===== src/rtl/serial_sub_pkg.sv =====
// rtl/serial_sub_pkg.sv - shared state and mode definitions for the serial add/subtract unit
package serial_sub_pkg;
   typedef enum logic [1:0] {
      IDLE = 2'd0,
      RUN  = 2'd1,
      DONE = 2'd2
   } state_t;

   localparam logic MODE_SUB = 1'b0;
   localparam logic MODE_ADD = 1'b1;
endpackage


===== src/rtl/digit_sub_cell.sv =====
// rtl/digit_sub_cell.sv - combinational ripple of DIGIT one-bit subtract/add cells
module digit_sub_cell
   import serial_sub_pkg::*;
#(
   parameter int DIGIT = 1
) (
   input  logic [DIGIT-1:0] a,
   input  logic [DIGIT-1:0] b,
   input  logic             cin,
   input  logic             mode,
   output logic [DIGIT-1:0] s,
   output logic             cout
);
   always_comb begin
      logic carry;
      carry = cin;
      s     = '0;
      for (int i = 0; i < DIGIT; i++) begin
         s[i] = a[i] ^ b[i] ^ carry;
         // A borrow cell is a carry cell with the minuend bit inverted.
         if (mode == MODE_ADD) begin
            carry = (a[i] & b[i]) | (a[i] & carry) | (b[i] & carry);
         end else begin
            carry = (~a[i] & b[i]) | (~a[i] & carry) | (b[i] & carry);
         end
      end
      cout = carry;
   end
endmodule


===== src/rtl/serial_subtractor.sv =====
// rtl/serial_subtractor.sv - digit-serial add/subtract unit with valid/ready handshakes and flags
module serial_subtractor
   import serial_sub_pkg::*;
#(
   parameter int WIDTH = 8,
   parameter int DIGIT = 1
) (
   input  logic             clk,
   input  logic             rst,
   input  logic             in_valid,
   output logic             in_ready,
   input  logic [WIDTH-1:0] A,
   input  logic [WIDTH-1:0] B,
   input  logic             Cin,
   input  logic             Mode,
   output logic             out_valid,
   input  logic             out_ready,
   output logic [WIDTH-1:0] S,
   output logic             Cout,
   output logic             V,
   output logic             Z
);
   localparam int N  = WIDTH / DIGIT;
   localparam int CW = (N > 1) ? $clog2(N) : 1;

   if (WIDTH < 2 || (WIDTH % DIGIT) != 0) begin : g_bad_params
      $error("serial_subtractor: WIDTH must be >= 2 and a multiple of DIGIT");
   end

   state_t          state;
   logic [CW-1:0]   cnt;
   logic [WIDTH-1:0] a_sh, b_sh, s_r, s_next;
   logic            carry, mode_r, a_msb, b_msb;
   logic            cout_r, v_r, z_r;
   logic [DIGIT-1:0] cell_s;
   logic            cell_cout;
   logic            last;
   logic            v_next;

   digit_sub_cell #(.DIGIT(DIGIT)) u_cell (
      .a    (a_sh[DIGIT-1:0]),
      .b    (b_sh[DIGIT-1:0]),
      .cin  (carry),
      .mode (mode_r),
      .s    (cell_s),
      .cout (cell_cout)
   );

   // Result digits enter at the top and drift down, landing in place after N shifts.
   assign s_next = (s_r >> DIGIT) | (WIDTH'(cell_s) << (WIDTH - DIGIT));
   assign last   = (cnt == CW'(N - 1));
   assign v_next = (mode_r == MODE_ADD)
                 ? ((a_msb == b_msb) && (s_next[WIDTH-1] != a_msb))
                 : ((a_msb != b_msb) && (s_next[WIDTH-1] != a_msb));

   always_ff @(posedge clk) begin
      if (rst) begin
         state  <= IDLE;
         cnt    <= '0;
         a_sh   <= '0;
         b_sh   <= '0;
         s_r    <= '0;
         carry  <= 1'b0;
         mode_r <= MODE_SUB;
         a_msb  <= 1'b0;
         b_msb  <= 1'b0;
         cout_r <= 1'b0;
         v_r    <= 1'b0;
         z_r    <= 1'b0;
      end else begin
         case (state)
            IDLE: begin
               if (in_valid) begin
                  a_sh   <= A;
                  b_sh   <= B;
                  a_msb  <= A[WIDTH-1];
                  b_msb  <= B[WIDTH-1];
                  carry  <= Cin;
                  mode_r <= Mode;
                  s_r    <= '0;
                  cnt    <= '0;
                  state  <= RUN;
               end
            end
            RUN: begin
               a_sh  <= a_sh >> DIGIT;
               b_sh  <= b_sh >> DIGIT;
               s_r   <= s_next;
               carry <= cell_cout;
               cnt   <= cnt + 1'b1;
               if (last) begin
                  cout_r <= cell_cout;
                  v_r    <= v_next;
                  z_r    <= (s_next == '0);
                  state  <= DONE;
               end
            end
            DONE: begin
               if (out_ready) begin
                  state <= IDLE;
               end
            end
            default: state <= IDLE;
         endcase
      end
   end

   assign in_ready  = (state == IDLE);
   assign out_valid = (state == DONE);
   assign S         = s_r;
   assign Cout      = cout_r;
   assign V         = v_r;
   assign Z         = z_r;
endmodule

===== config.mk =====
export PLATFORM = sky130hd
export DESIGN_NAME = serial_subtractor
export DESIGN_NICKNAME = d
export VERILOG_FILES = /design/src/rtl/serial_sub_pkg.sv /design/src/rtl/digit_sub_cell.sv /design/src/rtl/serial_subtractor.sv
export SDC_FILE = /design/constraint.sdc
export NUM_CORES = 1
export LEC_CHECK = 0
export BUFFER_PORTS_ARGS = -buffer_cell sky130_fd_sc_hd__buf_2
export CAP_MARGIN = 20
export CORE_AREA = 3 3 64 60
export CTS_BUF_LIST = sky130_fd_sc_hd__clkbuf_4 sky130_fd_sc_hd__clkbuf_8 sky130_fd_sc_hd__clkbuf_16
export CTS_CLUSTER_DIAMETER = 150
export DETAILED_ROUTE_END_ITERATION = 16
export DIE_AREA = 0 0 67 63
export GPL_TIMING_DRIVEN = 1
export PLACE_DENSITY = 0.76
export RECOVER_POWER = 100
export SYNTH_ARGS = -nofsm -noshare
export SYNTH_HDL_FRONTEND = slang
export SYNTH_SLANG_ARGS = --single-unit

===== constraint.sdc =====
create_clock -name clk -period 3.65 [get_ports clk]
set_input_delay 0.1825 -clock clk [delete_from_list [all_inputs] [get_ports clk]]
set_output_delay 0.1825 -clock clk [all_outputs]
set_load 0.05 [all_outputs]

# Word level (Yosys, flattened, before mapping)
# Index checks and enable logic that the tools add are counted.
[classes]
bitwise_logic = 13
n_mux = 16
n_lt_le_gt_ge = 0
n_reduce_logical = 9
add_sub_neg = 1
n_mul = 0
n_eq_ne = 9
shift = 0
div = 0
[ops]
columns = ["operator", "count"]
rows = [
  ["$pmux W8 S2", 3],
  ["$mux W8", 3],
  ["$logic_not A8 Y1", 1],
  ["$or A7 B8 Y8", 1],
  ["$mux W2", 3],
  ["$pmux W2 S3", 1],
  ["$pmux W3 S2", 1],
  ["$reduce_and A2 Y1", 3],
  ["$and A1 B1 Y1", 5],
  ["$ne A2 B2 Y1 const B", 2],
  ["$or A1 B1 Y1", 4],
  ["$add A3 B1 Y3 const B", 1],
  ["$eq A3 B3 Y1 const B", 1],
  ["$mux W1", 3],
  ["$mux W3", 1],
  ["$reduce_and A3 Y1", 1],
  ["$eq A2 B1 Y1 const B", 1],
  ["$eq A2 B2 Y1 const B", 1],
  ["$logic_and A1 B1 Y1", 2],
  ["$logic_not A2 Y1", 1],
  ["$ne A1 B1 Y1", 2],
  ["$ne A2 B1 Y1 const B", 1],
  ["$pmux W1 S2", 1],
  ["$reduce_bool A2 Y1", 1],
  ["3 further kinds", 4],
]
[totals]
elab_cells = 60
latchBits = 0
regBits = 36
mem_bits_ro = 0
out_inout_bits = 13
ram_bits = 0
n_memories = 0

# Depth between registers and ports, before layout
# Gate-level depths: netlist (run 1).
[logic_depth]
ltp_word = 6
mapped_depth = 6
depth_no_buf = 5

# Cells and area by module
# A second synthesis (run 1) with hierarchy kept.
[hier_totals]
hier_cells = 186
hier_area_um2 = 1747.9
[modules_own_cells]
columns = ["module", "cells_per_inst", "n_inst", "area_per_inst_um2", "seq_area_each_um2"]
rows = [
  ["serial_subtractor", 177, 1, 1671.6, 720.7],
  ["digit_sub_cell", 9, 1, 76.3, 0.0],
]

# Least setup slack after synthesis (run 1)
# Ideal clock, no wire load.
[synth_path]
kind = "flip-flop to flip-flop"
from = "register a_sh[0]"
to = "register v_r (netlist: V)"
n_path_buf = 0
stages_incl_launch_ff = 6
setup_slack_ns = 2.160
t_arrival_ns = 1.399
setup_ns = 0.091
t_required_ns = 3.559
synth_period_minus_slack_ns = 1.490
cell_sequence = "dfxtp_1 > inv_1 > ha_1 > xor2_1 > or3_1 > a311oi_1"
[synth_between]
elab_chain_len = 6
elab_cells_between_ends = 7
classes_between = "1 x eq/ne; 1 x mux; 3 x bitwise; 2 x reduce/logical"
[synth_lines]
columns = ["item", "line_no", "source"]
rows = [
  ["start: declaration", "serial_subtractor.sv:32", "logic [WIDTH-1:0] a_sh, b_sh, s_r, s_next;"],
  ["start signal: assignment", "serial_subtractor.sv:86", "a_sh <= a_sh >> DIGIT;"],
  ["$xor A1 B1 Y1 * (2 in a row)", "digit_sub_cell.sv:19", "s[i] = a[i] ^ b[i] ^ carry;"],
  ["$or A7 B8 Y8 *", "serial_subtractor.sv:50", "assign s_next = (s_r >> DIGIT) | (WIDTH'(cell_s) << (WIDTH - DIGIT));"],
  ["$ne A1 B1 Y1 *", "serial_subtractor.sv:53, serial_subtractor.sv:54", ""],
  ["$logic_and A1 B1 Y1 (on tied branches)", "serial_subtractor.sv:54, serial_subtractor.sv:53", ""],
  ["$mux W1 *", "serial_subtractor.sv:53", "? ((a_msb == b_msb) && (s_next[WIDTH-1] != a_msb))"],
  ["end signal: assignment", "serial_subtractor.sv:93", "v_r <= v_next;"],
  ["end: declaration", "serial_subtractor.sv:34", "logic cout_r, v_r, z_r;"],
]
# Mark *: on every way between the ends. The rest lies on a longest branch, timed or not.
# A chain may end at the register's enable or synchronous reset.

# Final worst setup path (run 1)
[layout_path]
from = "register state[0]"
to = "register cnt[0]"
[layout_between]
elab_chain_len = 3
elab_cells_between_ends = 6
classes_between = "2 x eq/ne; 1 x mux; 3 x reduce/logical"
[layout_lines]
columns = ["item", "line_no", "source"]
rows = [
  ["start: declaration", "serial_subtractor.sv:30", "state_t state;"],
  ["start signal: assignment", "serial_subtractor.sv:58", "state <= IDLE;"],
  ["start signal: assignment", "serial_subtractor.sv:82", "state <= RUN;"],
  ["start signal: assignment", "serial_subtractor.sv:95", "state <= DONE;"],
  ["$eq A2 B1 Y1 or $logic_not A2 Y1 (tied branches)", "serial_subtractor.sv:71", "case (state)"],
  ["$reduce_bool A2 Y1 (no line) or $ne A2 B2 Y1 (tied branches)", "-", ""],
  ["$reduce_and A2 Y1 (no line)", "-", ""],
  ["end signal: assignment", "serial_subtractor.sv:90", "cnt <= cnt + 1'b1;"],
  ["end: declaration", "serial_subtractor.sv:31", "logic [CW-1:0] cnt;"],
]
# Several ways; a longest one is shown, not always the timed one.

==> results of run 1 <==
-- power groups by stage --
stage          clock network (mW)  registers, mW  logic [mW]
4_1_cts                     0.299          0.432       0.111
6_report                    0.287          0.433       0.108
3_5_place_dp                    0          0.441       0.110
3_3_place_gp                    0          0.440       0.108
2_1_floorplan                   0          0.440      0.0909
5_1_grt                     0.313          0.436       0.123
-- metrics by stage --
stage | power, mW | setup slack (ps) | instance area [um2] | hold slack, ps
2_1_floorplan | 0.5311 | 2160 | 1600 | 318.5
3_3_place_gp | 0.5489 | 1729 | 1727 | 438.1
3_5_place_dp | 0.5516 | 1702 | 1727 | 443.0
4_1_cts | 0.8419 | 1687 | 1819 | 128.4
5_1_grt | 0.8719 | 1265 | 1799 | 156.4
6_report | 0.8270 | 1581 | 1799 | 144.4
-- cell families after synthesis --
logic type                 Yosys count  share of synthesized area [%]
and+or+nand+nor                     92                          25.96
AOI/OAI and AO/OA                   41                          17.90
DFF                                 36                          45.04
buffers and inverters               17                          6.880
adders and majority gates            4                          3.128
xor gates and xnor gates             2                          1.095
-- path summary, 6_finish.rpt --
path,end,cells after the start
worst max-delay path,cnt[0],4
worst min-delay path,mode_r,3
worst max register to register,cnt[0],4
worst min register to register,Z,2
-- cells in the final DEF, fill, tap and decap left out --
| cell | n |
|---|---|
| or2_2 | 1 |
| clkinv_2 | 2 |
| nand2_1 | 46 |
| nor3b_1 | 1 |
| nor2_1 | 17 |
| nand4_1 | 1 |
| nand3b_1 | 2 |
| nor2b_1 | 1 |
| clkbuf_8 | 6 |
| o32ai_1 | 1 |
| o21ba_2 | 1 |
| clkbuf_1 | 14 |
| xor2_1 | 1 |
| and2b_1 | 1 |
| o41ai_1 | 1 |
| nor4_1 | 1 |
| dfxtp_1 | 36 |
| o21a_1 | 1 |
| ha_1 | 4 |
| a22oi_1 | 1 |
| a211oi_1 | 2 |
| nand3_1 | 11 |
| nor3_1 | 1 |
| or3_1 | 1 |
| o21ai_0 | 1 |
| nor2_2 | 1 |
| a21oi_1 | 17 |
| a311oi_1 | 15 |
| nand2b_1 | 4 |
| inv_1 | 1 |
| buf_2 | 21 |
| o21bai_1 | 1 |
| xnor2_1 | 1 |
| or3b_1 | 1 |
| and3b_1 | 2 |
-- layer usage --
metal	vias to the layer above	track usage, %	wire, um
li1	716	-	-
met1	616	21.99	1597
met2	25	23.80	1460
met3	5	5.935	153
met4	0	6.835	53
met5	-	0	0
-- worst max-delay path, stage by stage, from the launching register on --
cell and delay (ps):
dfxtp_1 460, nor2b_1 830, clkbuf_1 410, nor2_1 80
a211oi_1 200
-- layout make-up --
class / count / area, um2
fillers: 343 / 1504
well taps: 44 / 55.05
multi-input cells: 139 / 769.5
repair buffers: 35 / 157.7
clock buffers: 6 / 82.58
flip-flops and latches: 36 / 720.7
inverters: 1 / 3.754
clock inverters: 2 / 10.01
-- synthesized netlist by cell type (2+ instances only) --
cell | number | area (um2)
and3b_1 | 2 | 17.52
buf_2 | 4 | 20.02
clkbuf_1 | 3 | 11.26
buf_4 | 5 | 37.54
a21oi_1 | 17 | 85.08
nor2_1 | 17 | 63.81
buf_6 | 3 | 33.78
dfxtp_1 | 36 | 720.7
nand3b_1 | 2 | 15.01
nand2b_1 | 4 | 25.02
a311oi_1 | 15 | 131.4
nand3_1 | 11 | 55.05
nand2_1 | 46 | 172.7
ha_1 | 4 | 50.05
a211oi_1 | 2 | 15.01
-- sequential cells by signal (all words and copies together) (netlist names) --
name and cells:
cnt 3, b_msb 1, S 8, mode_r 1, Cout 1, V 1
state 2, a_msb 1, Z 1, b_sh 8, a_sh 8, carry 1
==> results.md, run 1 <==
- Total GRT Usage: 16.51%
- Crit path arrival time: 2270 ps
- Cells after DPL: 255
- CP Class: reg -> reg
- Reg-to-reg slack, setup: 1580 ps
- # diodes: 0
- Std-Cell Core Area: 3303 um2
- Logic pwr share: 13.1%
- Grt ovf: 0
- Final min period: 2069 ps
- Area Overhead vs Synth: 12.43%
- Via Count: 1,362
- Number of buffers created by CTS: 5
- Via-to-Cell Ratio: 5.179
- Initial DRC count: 76
- Setup-failing EPs final: 0
- Worst-path maximum fanout: 16
- Routed WL per cell: 12.41 um
- Leak Pwr: 0.6962 nW
- Max Cap Viol: 0
- Peak VDD IR: 0.0002257 V
- Post-synthesis sequential area ratio: 45.04%
- FP Rows: 20
- Sum Neg Setup Slack: 0 ps
- WL final: 3264 um
- Crit path launch type: flop
- Launching point of the worst reg2reg path: state[0]
- Fin nets: 244
- Cts hold-fix bufs: 0
- Vias in the first global route: 1,221
- Finished Layout Cells: 263
- I/O Pins: 35
- Slew Viols, Final: 0
- Clock Root Buffer: clkbuf_8
- Seq cells post-synth: 36
- WP data required: 3850 ps
- Number of synthesized flops with an enable pin: 0
- Maximum clock rate: 483.4 MHz
- Sink Count: 36
- Seq pwr share: 52.3%
- Crit end category: flop
- First-pass GRT wire length: 5388 um
- FFs w/ async S/R, synth: 0%
- CP startpoint: state[0]
- Worst-Skew Late Latency: 290 ps
- Largest net degree at the start of global routing: 39
- Mapped Cells: 192
- Syn Std Cell Area: 1600 um2
- Worst hold path type: in -> reg
- Post-cts repair resize count: 0
- IO buf count: 34
- First-pass DRT Iterations: 4
- Switching Share: 26.76%
- Synth warn: 0
- H-tree depth: 2
- RePlAce Congestion: 0.7347
- Mapped Nets: 218
- Yosys cell types: 36
- # DRC: 0
- Die area: 4221 um2
- Layout cell share with drive strength beyond 1: 14.61%
- Cell Int Power: 0.6057 mW
- CTS tree: yes
- Antenna violations before repair: 0
- Initial Util: 48.45%
- Status: finished clean
- Final Skew: 5.262 ps
- Sw Pwr: 0.2213 mW
- Tightest Pin Transition: 997.0 ps
- Total setup buffers inserted after CTS: 0
- Syn Area/Cell: 8.335 um2
- ANT nets after route: 0
- Clock network power share: 34.6%
- DIE HEIGHT: 63 um
- Final HPWL DP: 2212 um
- Unrepaired setup endpoints after global routing: false
- Hold Startpoint: Mode
- Final hold vios: 0
- Most used DFF post-synth: dfxtp_1
- CTS clk-pin slew, worst paths: 70 ps
- Pwr Density: 459.6 nW/um2
- Clock Tree Buf Depth: 2
- Post-layout util: 54.47%
- Worst slew margin: 33.40%
- DIE WIDTH: 67 um
- Period utilization: 56.67%
Power figures use the tool's default switching activity.
==> run 2, diff against run 1 <==
- ABC_AREA: unset -> 1
- clock period: 3.65 -> 2.1 ns (I/O delays scaled with it)
==> run 2 against run 1 <==
Net effect: utilization increased by 2.5 points; maximum frequency increased by 24%; combinational power increased by 92%; clock power increased by 110%; clock skew about the same; first-iteration DRC count decreased by 2.6%; die area unchanged; synthesized cell count increased by 20%; worst hold slack got worse by 55 ps; register-to-register slack got worse by 1100 ps; critical path type unchanged; largest power group unchanged; highest routed layer unchanged.
==> results.md, run 2 <==
- Crit-path cells: o21ai_0 -> clkbuf_2 -> o21ai_0 -> a21oi_1
- Final worst slack: 433.7 ps (-1148 ps)
- Number of synthesized flops with an enable pin: 0 (unchanged)
- Yosys cell types: 21 (-42%)
- Maximum clock rate: 600.1 MHz (+24%)
- H-tree depth: 2 (unchanged)
- Crit end category: flop
- Vias in the first global route: 1,332 (+9.1%)
- I/O Pins: 35 (unchanged)
- Initial DRC count: 74 (-2.6%)
- Mapped Nets: 256 (+17%)
- Total setup buffers inserted after CTS: 0 (unchanged)
- Commonest cells after routing, fill and taps aside: 74 x nand2_1, 36 x dfxtp_1, 28 x a21oi_1
- Crit path launch type: flop
- Most common cell in the netlist: nand2_1
- Syn Std Cell Area: 1603 um2 (+0.16%)
- Via-to-Cell Ratio: 4.787 (-7.6%)
- Sum Neg Setup Slack: 0 ps (unchanged)
- Fin nets: 291 (+19%)
- WL final: 3330 um (+2.0%)
- Footprint of the multi-input gates: 733.2 um2 (-4.7%)
- Reg area: 720.7 um2 (unchanged)
- Worst R2R Path Depth: 4 (unchanged)
- Area Overhead vs Synth: 17.33%
- Syn Area/Cell: 6.969 um2 (-16%)
- Area contributors post-synth: dfxtp_1 45%, nand2_1 17%, a21oi_1 8.7%, o21ai_0 5.9%, nor2_1 4.9%
- Grt ovf: 0 (unchanged)
- First-pass GRT wire length: 5747 um (+6.7%)
- Routed WL per cell: 10.74 um (-13%)
- GR peak layer: met2
- Met1 Usage GRT: 22.52% (+0.53 points)
- Most frequent cells after synthesis: 74 x nand2_1, 36 x dfxtp_1, 28 x a21oi_1
- Period utilization: 79.35% (+23 points)
- Leak Pwr: 0.8534 nW (+23%)
- DIE HEIGHT: 63 um (unchanged)
- Layout cell share with drive strength beyond 1: 12.41% (-2.2 points)
- Leading cell type in the layout, fill and taps excluded: nand2_1
- Total GRT Usage: 17.70% (+1.2 points)
- RePlAce Congestion: 0.8040 (+9.4%)
- Finished Layout Cells: 310 (+18%)
- Cells after DPL: 302 (+18%)
- Via Count: 1,484 (+9.0%)
- Hold Path Depth: 4 (+1)
- Post-synthesis sequential area ratio: 44.96% (-0.070 points)
- CTS clk-pin slew, worst paths: 70 ps (about the same)
- Die area: 4221 um2 (unchanged)
- Met3 Use GR: 5.755% (-0.18 points)
- Worst-Skew Late Latency: 290 ps (about the same)
- Peak VDD IR: 0.0004209 V (+86%)
- Clock Tree Buf Depth: 2 (unchanged)
- Final hold vios: 0 (unchanged)
- Largest area contributor in the netlist: dfxtp_1
- Clock Root Buffer: clkbuf_8
- Crit-path max cell delay: 540 ps (-290 ps)
- Setup-failing EPs final: 0 (unchanged)
- Final min period: 1666 ps (-402.2 ps)
- Initial Util: 48.52% (+0.076 points)
- WP data required: 2320 ps (-1530 ps)
- Most used DFF post-synth: dfxtp_1
- Met2 GRT Util: 26.63% (+2.8 points)
- Worst slew margin: 56.80% (+23 points)
- Unrepaired setup endpoints after global routing: false
- CTS tree: yes
- # DRC: 0 (unchanged)
- Overall power consumption: 1.556 mW (+88%)
- FP Rows: 20 (unchanged)
- Synth top area share: 44.96% (-0.070 points)
- Cts hold-fix bufs: 0 (unchanged)
- Worst-path maximum fanout: 18 (+2)
- ANT nets after route: 0 (unchanged)
- Place WS: 745.7 ps (-956.4 ps)
- Crit path arrival time: 1880 ps (-390 ps)
- Mapped Cells: 230 (+20%)
- Reg-to-reg slack, setup: 430 ps (-1150 ps)
- CP most frequent cell: o21ai_0
- CP delay by family, top: compound AO/OA/AOI/OAI gates
- Number of buffers created by CTS: 5 (unchanged)
- First-pass DRT Iterations: 4 (unchanged)
- Slowest CP cell: o21ai_0
- CP Class: reg -> reg
- Synth warn: 0 (unchanged)
- Max Cap Viol: 0 (unchanged)
- FFs w/ async S/R, synth: 0% (unchanged)
- WP buf/inv: 1 (unchanged)
- Slew Viols, Final: 0 (unchanged)
- Final Skew: 5.045 ps (-0.2164 ps)
- Final hold slack: 89.86 ps (-54.58 ps)
- Fillers: 341 (-0.58%)
- Antenna violations before repair: 0 (unchanged)
- Largest net degree at the start of global routing: 22 (-44%)
- CP Depth: 4 (unchanged)
- IO buf count: 34 (unchanged)
- Pwr Density: 827.3 nW/um2 (+80%)
- Std-Cell Core Area: 3303 um2 (unchanged)
- Seq cells post-synth: 36 (unchanged)
- Sink Count: 36 (unchanged)
- DIE WIDTH: 67 um (unchanged)
- Tightest Pin Transition: 641.2 ps (-355.8 ps)
- # diodes: 0 (unchanged)
- Status: finished clean
- Final HPWL DP: 2304 um (+4.2%)
- Post-cts repair resize count: 0 (unchanged)
- Worst hold path type: in -> reg
[run 2: cell types whose count changed in the layout (fill, tap and decap cells not counted), moves of 3 or more]
cell | before | now
a21oi_1 | 17 | 28
a311oi_1 | 15 | 0
buf_4 | 0 | 3
inv_1 | 1 | 20
nand2_1 | 46 | 74
nand2b_1 | 4 | 0
nand3_1 | 11 | 4
nor2_1 | 17 | 23
o21ai_0 | 1 | 25
[run 2: stage by stage]
step	instance area, um2	util (%)
finish	1881	56.93
global route	1881	56.93
CTS	1908	57.77
detailed placement	1797	54.39
global placement	1797	54.39
floorplan	1603	-
[run 2: cell families after synthesis]
group	count (synthesis)	synth area share [%]
compound gates	55	17.72
buf+inv	31	8.742
simple gates	104	25.45
flops	36	44.96
fa+ha+maj	4	3.123
[run 2: area by class of cell]
cell class              count  share of cell area [%]
clock buffers               6                   4.059
clock inverters             2                   1.863
inverters                  21                   4.192
multi-input cells         163                   38.99
flip-flops and latches     36                   38.32
well taps                  44                   2.927
repair buffers             38                   9.647
[run 2: worst paths after layout]
check	start	endpoint
setup / recovery	state[0]	a_sh[0]
hold reg to reg	a_sh[2]	a_sh[2]
hold / removal	out_ready	state[1]
setup reg to reg	state[0]	a_sh[0]
[run 2: worst min-delay path: stages]
cell,delay (ps)
buf_2,70
inv_1,30
nand2_1,60
a21oi_1,60
[run 2: power breakdown]
group          internal, mW  switching, mW  leakage (nW)
sequential            0.722         0.0224         0.295
combinational        0.0746          0.132         0.500
clock                 0.365          0.240        0.0586
[run 2: layer usage]
layer	share of wire, %	vias up	wire [um]
met4	2.3	0	76
met5	0	-	0
li1	-	800	-
met1	50	635	1649
met3	6.1	8	204
met2	42	41	1400
